File: config.mk
export PLATFORM = sky130hd
export DESIGN_NAME = i2s_audio_rx_flat
export DESIGN_NICKNAME = d
export VERILOG_FILES = /design/src/rtl/i2s_audio_rx_if.sv /design/src/rtl/i2s_audio_rx.sv /design/src/flat_wrapper.sv
export SDC_FILE = /design/constraint.sdc
export NUM_CORES = 1
export LEC_CHECK = 0
export CORE_ASPECT_RATIO = 1.25
export CORE_MARGIN = 2
export CORE_UTILIZATION = 55
export CTS_CLUSTER_SIZE = 10
export DETAILED_ROUTE_END_ITERATION = 16
export PLACE_DENSITY = 0.77
export SYNTH_ARGS = -nofsm -noshare
export SYNTH_HDL_FRONTEND = slang
export SYNTH_SLANG_ARGS = --single-unit
File: constraint.sdc
create_clock -name clk -period 2.7 [get_ports clk]
set_input_delay 0.54 -clock clk [delete_from_list [all_inputs] [get_ports clk]]
set_output_delay 0.54 -clock clk [all_outputs]
set_load 0.02 [all_outputs]
File: src/rtl/i2s_audio_rx_if.sv
// ---------------------------------------------------------------------------
// i2s_audio_rx_if
//   Bundles the serial audio pins and the parallel sample output of the
//   I2S receiver.
//   modport slave  : the receiver (samples the pins, drives the sample bus)
//   modport master : the audio source / sample consumer side
//   Signals:
//     i2s_bck       serial bit clock, asynchronous to the system clock
//     i2s_ws        word select: 0 left slot, 1 right slot
//     i2s_sd        serial data, MSB first, two's complement
//     audio_sample  last captured sample, MSB-aligned, A bits
//     sample_valid  one-clk pulse when audio_sample updates
//     frame_err     sticky short-slot flag
// ---------------------------------------------------------------------------
interface i2s_audio_rx_if #(
    parameter int A = 8
);
    logic         i2s_bck;
    logic         i2s_ws;
    logic         i2s_sd;
    logic [A-1:0] audio_sample;
    logic         sample_valid;
    logic         frame_err;

    modport master (
        output i2s_bck, i2s_ws, i2s_sd,
        input  audio_sample, sample_valid, frame_err
    );

    modport slave (
        input  i2s_bck, i2s_ws, i2s_sd,
        output audio_sample, sample_valid, frame_err
    );
endinterface

File: src/rtl/i2s_audio_rx.sv
// ---------------------------------------------------------------------------
// i2s_audio_rx
//   I2S / left-justified serial audio receiver in the system clock domain.
//   Oversamples BCK/WS/SD, keeps the A MSBs of the selected channel's slot and
//   emits one parallel sample per stereo frame.
//   Optional feature macro: I2S_FRAME_ERR_EN (sticky short-slot detection on
//   frame_err); when undefined frame_err is tied low.
//   Ports:
//     clk             system clock (f_bck <= f_clk/4)
//     rst_n           asynchronous active-low reset
//     ena             1: receive, 0: hold FSM in IDLE
//     i2s_ws_align    0: standard I2S (MSB one BCK after WS edge), 1: left-justified
//     audio_chan_sel  0: output left channel, 1: output right channel
//     bus             i2s_audio_rx_if.slave (pins in, sample/valid/frame_err out)
//   Latency: SYNC_STAGES+2 clk from pin BCK rise to audio_sample/sample_valid.
// ---------------------------------------------------------------------------
module i2s_audio_rx #(
    parameter int A           = 8,
    parameter int SYNC_STAGES = 2
) (
    input  logic          clk,
    input  logic          rst_n,
    input  logic          ena,
    input  logic          i2s_ws_align,
    input  logic          audio_chan_sel,
    i2s_audio_rx_if.slave bus
);
    localparam int CNT_W = $clog2(A + 1);

    typedef enum logic [1:0] {
        IDLE,
        SKIP,
        CAPTURE
    } state_t;

    state_t state, state_nxt;

    // ------------------------------------------------------------------
    // Pin synchronisers plus one aligned sampling stage: rise, ws_s and
    // sd_s all describe the same BCK rising edge.
    // ------------------------------------------------------------------
    logic [SYNC_STAGES-1:0] bck_sync, ws_sync, sd_sync;
    logic                   bck_prev, rise, ws_s, sd_s;

    // NOTE: sequential state uses non-blocking assignments so every
    // register samples the pre-edge value of its neighbours.
    always_ff @(posedge clk or negedge rst_n) begin
        if (!rst_n) begin
            bck_sync <= '0;
            ws_sync  <= '0;
            sd_sync  <= '0;
            bck_prev <= 1'b0;
            rise     <= 1'b0;
            ws_s     <= 1'b0;
            sd_s     <= 1'b0;
        end else begin
            bck_sync <= {bck_sync[SYNC_STAGES-2:0], bus.i2s_bck};
            ws_sync  <= {ws_sync[SYNC_STAGES-2:0], bus.i2s_ws};
            sd_sync  <= {sd_sync[SYNC_STAGES-2:0], bus.i2s_sd};
            bck_prev <= bck_sync[SYNC_STAGES-1];
            rise     <= bck_sync[SYNC_STAGES-1] & ~bck_prev;
            ws_s     <= ws_sync[SYNC_STAGES-1];
            sd_s     <= sd_sync[SYNC_STAGES-1];
        end
    end

    // ------------------------------------------------------------------
    // Slot tracking. In standard I2S the bit sampled at an edge belongs to
    // the channel WS showed one BCK earlier. 'seen' counts rises since the
    // last resync so a slot boundary is only trusted once the history it
    // depends on was really observed (1 rise for LJ, 2 for I2S).
    // ------------------------------------------------------------------
    logic       ws_d, slot_ws, slot_ws_prev;
    logic [1:0] seen;
    logic       hist_ok, slot_start, abort;
    logic       sel_q, align_q;

    assign slot_ws    = i2s_ws_align ? ws_s : ws_d;
    assign hist_ok    = i2s_ws_align ? (seen != 2'd0) : (seen == 2'd2);
    assign slot_start = rise & hist_ok & (slot_ws != slot_ws_prev);
    assign abort      = ~ena | (audio_chan_sel != sel_q) | (i2s_ws_align != align_q);

    always_ff @(posedge clk or negedge rst_n) begin
        if (!rst_n) begin
            ws_d         <= 1'b0;
            slot_ws_prev <= 1'b0;
            seen         <= 2'd0;
            sel_q        <= 1'b0;
            align_q      <= 1'b0;
        end else begin
            sel_q   <= audio_chan_sel;
            align_q <= i2s_ws_align;
            if (abort)
                seen <= 2'd0;
            else if (rise && seen != 2'd2)
                seen <= seen + 2'd1;
            if (rise) begin
                ws_d         <= ws_s;
                slot_ws_prev <= slot_ws;
            end
        end
    end

    // ------------------------------------------------------------------
    // FSM: state register / next state / outputs
    // ------------------------------------------------------------------
    logic load, shift, emit;
    logic [CNT_W-1:0] bit_cnt;

    always_ff @(posedge clk or negedge rst_n) begin
        if (!rst_n) state <= IDLE;
        else        state <= state_nxt;
    end

    // NOTE: every combinational output gets a default before the case so
    // no path leaves it unassigned and no latch is inferred.
    always_comb begin
        state_nxt = state;
        if (abort) begin
            state_nxt = IDLE;
        end else if (slot_start) begin
            case (state)
                IDLE:    state_nxt = (slot_ws == audio_chan_sel) ? CAPTURE : SKIP;
                SKIP:    if (slot_ws == audio_chan_sel) state_nxt = CAPTURE;
                CAPTURE: state_nxt = SKIP;
                default: state_nxt = IDLE;
            endcase
        end
    end

    always_comb begin
        load  = 1'b0;
        shift = 1'b0;
        emit  = 1'b0;
        if (!abort) begin
            case (state)
                IDLE, SKIP: load = slot_start && (slot_ws == audio_chan_sel);
                CAPTURE: begin
                    // The edge that ends the slot carries the other channel's
                    // first bit, so it is never shifted in.
                    emit  = slot_start;
                    shift = rise && !slot_start && (bit_cnt < CNT_W'(A));
                end
                default: ;
            endcase
        end
    end

    // ------------------------------------------------------------------
    // Datapath
    // ------------------------------------------------------------------
    logic [A-1:0]     shreg, sample_q;
    logic             valid_q;
    logic [CNT_W-1:0] pad_amt;

    // Short slots are left-aligned by zero-padding the LSBs.
    assign pad_amt = CNT_W'(A) - bit_cnt;

    // NOTE: the shift register is reset along with the control state even
    // though load overwrites it; this keeps the whole datapath at a known
    // value out of reset at negligible cost for an A-bit register.
    always_ff @(posedge clk or negedge rst_n) begin
        if (!rst_n) begin
            shreg    <= '0;
            bit_cnt  <= '0;
            sample_q <= '0;
            valid_q  <= 1'b0;
        end else begin
            valid_q <= emit;
            if (load) begin
                shreg   <= {{(A-1){1'b0}}, sd_s};
                bit_cnt <= CNT_W'(1);
            end else if (shift) begin
                shreg   <= {shreg[A-2:0], sd_s};
                bit_cnt <= bit_cnt + CNT_W'(1);
            end
            if (emit)
                sample_q <= shreg << pad_amt;
        end
    end

    assign bus.audio_sample = sample_q;
    assign bus.sample_valid = valid_q;

`ifdef I2S_FRAME_ERR_EN
    // Any emitted slot shorter than A bits (including a zero-bit one) marks
    // the stream as malformed until the next reset.
    logic frame_err_q;

    always_ff @(posedge clk or negedge rst_n) begin
        if (!rst_n)
            frame_err_q <= 1'b0;
        else if (emit && bit_cnt < CNT_W'(A))
            frame_err_q <= 1'b1;
    end

    assign bus.frame_err = frame_err_q;
`else
    assign bus.frame_err = 1'b0;
`endif

endmodule

File: src/flat_wrapper.sv
// flat-port wrapper written by rule: the top's interface ports become plain ports
module i2s_audio_rx_flat 
#(
    parameter int A           = 8,
    parameter int SYNC_STAGES = 2
)
  (clk, rst_n, ena, i2s_ws_align, audio_chan_sel, bus_i2s_bck, bus_i2s_ws, bus_i2s_sd, bus_audio_sample, bus_sample_valid, bus_frame_err);
  i2s_audio_rx_if #(.A(A)) bus_i ();
  input  logic clk;
  input  logic rst_n;
  input  logic ena;
  input  logic i2s_ws_align;
  input  logic audio_chan_sel;
  input wire logic [$bits(bus_i.i2s_bck)-1:0] bus_i2s_bck;
  input wire logic [$bits(bus_i.i2s_ws)-1:0] bus_i2s_ws;
  input wire logic [$bits(bus_i.i2s_sd)-1:0] bus_i2s_sd;
  output wire logic [$bits(bus_i.audio_sample)-1:0] bus_audio_sample;
  output wire logic [$bits(bus_i.sample_valid)-1:0] bus_sample_valid;
  output wire logic [$bits(bus_i.frame_err)-1:0] bus_frame_err;
  assign bus_i.i2s_bck = bus_i2s_bck;
  assign bus_i.i2s_ws = bus_i2s_ws;
  assign bus_i.i2s_sd = bus_i2s_sd;
  assign bus_audio_sample = bus_i.audio_sample;
  assign bus_sample_valid = bus_i.sample_valid;
  assign bus_frame_err = bus_i.frame_err;
  i2s_audio_rx #(.A(A), .SYNC_STAGES(SYNC_STAGES)) u_core (.clk(clk), .rst_n(rst_n), .ena(ena), .i2s_ws_align(i2s_ws_align), .audio_chan_sel(audio_chan_sel), .bus(bus_i));
endmodule
==> results.py <==
metrics = {
    "timing": {
        "fmax_ghz": 0.444,
        "setup_viol": 0,
        "drv_slew": 0,
        "setup_tns_ns": 0,
        "fin_skew_ns": 0.00888,
        "finalHoldViolations": 0,
        "finalCritPeriodShare_pct": 83.4,
        "worst_pin_slew_ns": 0.823,
        "slew_headroom_pct": 45.1,
        "rsz0062_at_grt": "no",
        "min_period_ns": 2.25,
    },
    "cts": {
        "cts-root-buf": "clkbuf_8",
        "numCtsBuffers": 5,
        "cts_hold_buf": 0,
        "cts_resized": 0,
        "clk_pin_slew_ns": 0.08,
        "cts_tree": "done",
        "cts_buffer_depth": 2,
        "cts.htree.levels": 2,
        "clock-sinks": 39,
        "clk_latency_ns": 0.29,
        "post_cts_buffers": 0,
    },
    "final_layout": {
        "postLayoutCoreUtil_pct": 66.4,
        "regArea_um2": 976,
        "fin_nets": 197,
        "drive_above_1_share_pct": 18.2,
        "area_delta_synth_final_pct": 14.0,
        "layout.filler_cells": 268,
        "multiInputGateArea_um2": 971,
        "num_antenna_cells": 0,
    },
    "global_routing": {
        "grt_pass1_vias": 1400,
        "antenna_found_initial": 0,
        "grt_overflow": 0,
        "grt_pass1_wl_um": 6420,
        "track_usage_pct": 20.3,
        "grt_max_degree": 40,
    },
    "place": {
        "dp_hpwl_um": 2860,
        "io_buffers": 16,
        "gp_congestion": 0.876,
    },
    "critical_path": {
        "cp_max_fo": 10,
        "cp-start-kind": "input pin",
        "slowest_delay_ns": 0.61,
        "path_cells": "clkdlybuf4s50_1, mux2i_4, xor2_1, o211a_1, buf_12, mux2i_1",
        "worst_ep_required_time_ns": 2.91,
        "arrival_ns": 2.46,
        "timing.rr.end": "u_core.bus.audio_sample[2]$_DFFE_PN0P_",
        "crit_path_end_kind": "flip-flop",
        "reg2reg_slack_ns": 0.68,
        "ff2ff_path_depth": 6,
        "r2r-start": "u_core.bit_cnt[1]$_DFFE_PN0P_",
        "slowest_stage": "clkdlybuf4s50_1",
        "path_class": "in -> reg",
    },
    "floorplanning": {
        "ioPinCount": 18,
        "die_w_um": 58.6,
        "initial_core_util_pct": 58.2,
        "rows": 24,
        "dieArea_mm2": 0.00423,
        "coreArea_mm2": 0.00351,
        "die_h_um": 72.2,
    },
    "job": {
        "cap_violations": 0,
    },
    "routing": {
        "drtPass1Iterations": 4,
        "routedWlPerCell_um": 17.1,
        "routed_wl_um": 3870,
        "drt_iter0_drc": 26,
        "vias": 1373,
        "viasPerCell": 6.08,
        "drc_errors": 0,
        "ant_nets": 0,
    },
    "power": {
        "p_seq_share_pct": 52.9,
        "p_clk_share_pct": 36.8,
        "power.net_switching_w": 0.000282,
        "p_int_w": 0.000880,
        "ir_worst_vdd_mv": 0.505,
        "leakagePower_nw": 0.966,
        "power.density_mw_per_mm2": 499,
        "comb_power_share_pct": 10.3,
        "sw_frac_of_total_pct": 24.3,
    },
    "synthesis": {
        "synth_fp_nets": 181,
        "yosys_warnings": 0,
        "synth_seq_cells": 39,
        "ys_seq_area_share_pct": 47.7,
        "syn_area_mm2": 0.00205,
        "ys.flop_type": "dfrtp_1",
        "synth-async-reset-ratio_pct": 100,
        "synthCells": 170,
        "synth_edf_count": 0,
        "synth_cell_types": 50,
        "syn_area_per_cell_um2": 12.0,
    },
    "run_status": {
        "outcome": "finished, final reports clean",
    },
    "worst_hold_path": {
        "hp-class": "in -> async",
    },
}
[power by group through the flow]
stage	sequential [W]	combinational, W	clock (W)
2_1_floorplan	0.000622	0.0000861	0
3_3_place_gp	0.000625	0.000116	0
3_5_place_dp	0.000627	0.000120	0
4_1_cts	0.000615	0.000121	0.000436
5_1_grt	0.000617	0.000132	0.000464
6_report	0.000616	0.000120	0.000428
[layout make-up]
| class | instances | share of cell area (%) |
|---|---|---|
| sequential | 39 | 41.8 |
| multi-input combinational | 111 | 41.6 |
| timing repair buffer | 19 | 8.15 |
| clock buffer | 7 | 4.13 |
| tap | 39 | 2.09 |
| inverter | 10 | 1.82 |
| clock inverter | 1 | 0.322 |
[through the flow]
stage / instances / worst slack (ns) / hold slack, ns / total power, W / instance area (um2)
after floorplan: 170 / 0.301 / 0.244 / 0.000708 / 2050
after global placement: 218 / 0.227 / 0.335 / 0.000741 / 2230
after detailed placement: 218 / 0.148 / 0.338 / 0.000746 / 2230
after CTS: 226 / 0.445 / 0.354 / 0.00117 / 2330
after global routing: 226 / 0.351 / 0.361 / 0.00121 / 2330
final: 226 / 0.447 / 0.342 / 0.00116 / 2330
[how the worst max path moves through the flow]
stage,from,endpoint,slack (ns),cells after the start
3_3_place_gp,i2s_ws_align,u_core.bus.audio_sample[3]$_DFFE_PN0P_,0.23,6
2_1_floorplan,u_core.bit_cnt[0]$_DFFE_PN0P_,u_core.bus.audio_sample[2]$_DFFE_PN0P_,0.30,9
3_5_place_dp,i2s_ws_align,u_core.shreg[5]$_DFFE_PN0P_,0.15,6
6_report,i2s_ws_align,u_core.shreg[2]$_DFFE_PN0P_,0.45,6
5_1_grt,i2s_ws_align,u_core.shreg[2]$_DFFE_PN0P_,0.35,6
4_1_cts,i2s_ws_align,u_core.shreg[2]$_DFFE_PN0P_,0.44,6
[critical path: cells and delay by family]
family	cells	cell delay, ns
buffers and inverters	2	0.76
muxes	2	0.64
xor gates and xnor gates	1	0.27
AOI/OAI and AO/OA	1	0.24
[kinds of logic (layout without fill, tap and decap cells)]
| logic type | Yosys count | after routing | synth area share [%] |
|---|---|---|---|
| compound gates | 36 | 36 | 13.6 |
| xor+xnor | 8 | 8 | 3.79 |
| fa+ha+maj | 3 | 3 | 1.84 |
| buf+inv | 20 | 37 | 4.83 |
| flops | 39 | 39 | 47.7 |
| mux | 28 | 28 | 17.7 |
| other cells | 1 | 1 | 0.183 |
| simple gates | 35 | 35 | 10.3 |
[per-layer routing]
layer	GRT usage, %	vias up	wire length, um
li1	-	653	-
met1	22.6	674	1570
met2	36.0	35	2040
met3	4.81	11	137
met4	9.30	0	127
met5	0	-	0
[Yosys cell counts (2+ instances only)]
cell type  count  share of area (%)
dfrtp_1       39                 48
mux2i_1       16                7.8
o21ai_0       10                2.4
inv_1          9                1.7
nor2_1         7                1.3
mux2_4         6                4.4
nand2_1        5               0.92
clkbuf_1       4               0.73
xnor2_1        4                1.7
a21oi_1        3               0.73
a31oi_1        3               0.92
buf_2          3               0.73
ha_1           3                1.8
mux4_2         3                3.3
nand2b_1       3               0.92
nand4_1        3               0.92
o21ai_1        3               0.73
o2bb2ai_1      3                1.3
xor2_1         3                1.3
and3b_1        2               0.86
buf_4          2               0.73
mux2_2         2                1.1
nand3_1        2               0.49
nor2b_1        2               0.61
nor3_1         2               0.49
nor4_1         2               0.61
o2111ai_1      2               0.86
o211a_1        2               0.98
[cells in the final DEF, fill, tap and decap left out, types with 3 or more instances in the layout]
master	count
ha_1	3
clkbuf_8	7
mux4_2	3
a31oi_1	3
mux2_4	6
nand2_1	5
o21ai_0	10
xor2_1	3
dfrtp_1	39
mux2i_1	16
inv_1	9
nor2_1	7
xnor2_1	4
clkdlybuf4s50_1	15
nand2b_1	3
a21oi_1	3
o21ai_1	3
o2bb2ai_1	3
nand4_1	3
[flip-flops by register name, indices dropped and copies added, names as in the netlist, 2 cells and up]
signal                   flops
u_core.state                 2
u_core.seen                  2
u_core.bit_cnt               4
u_core.ws_sync               2
u_core.sd_sync               2
u_core.bus.audio_sample      8
u_core.shreg                 8
u_core.bck_sync              2
Note: power is estimated with default switching activity, not from simulation.
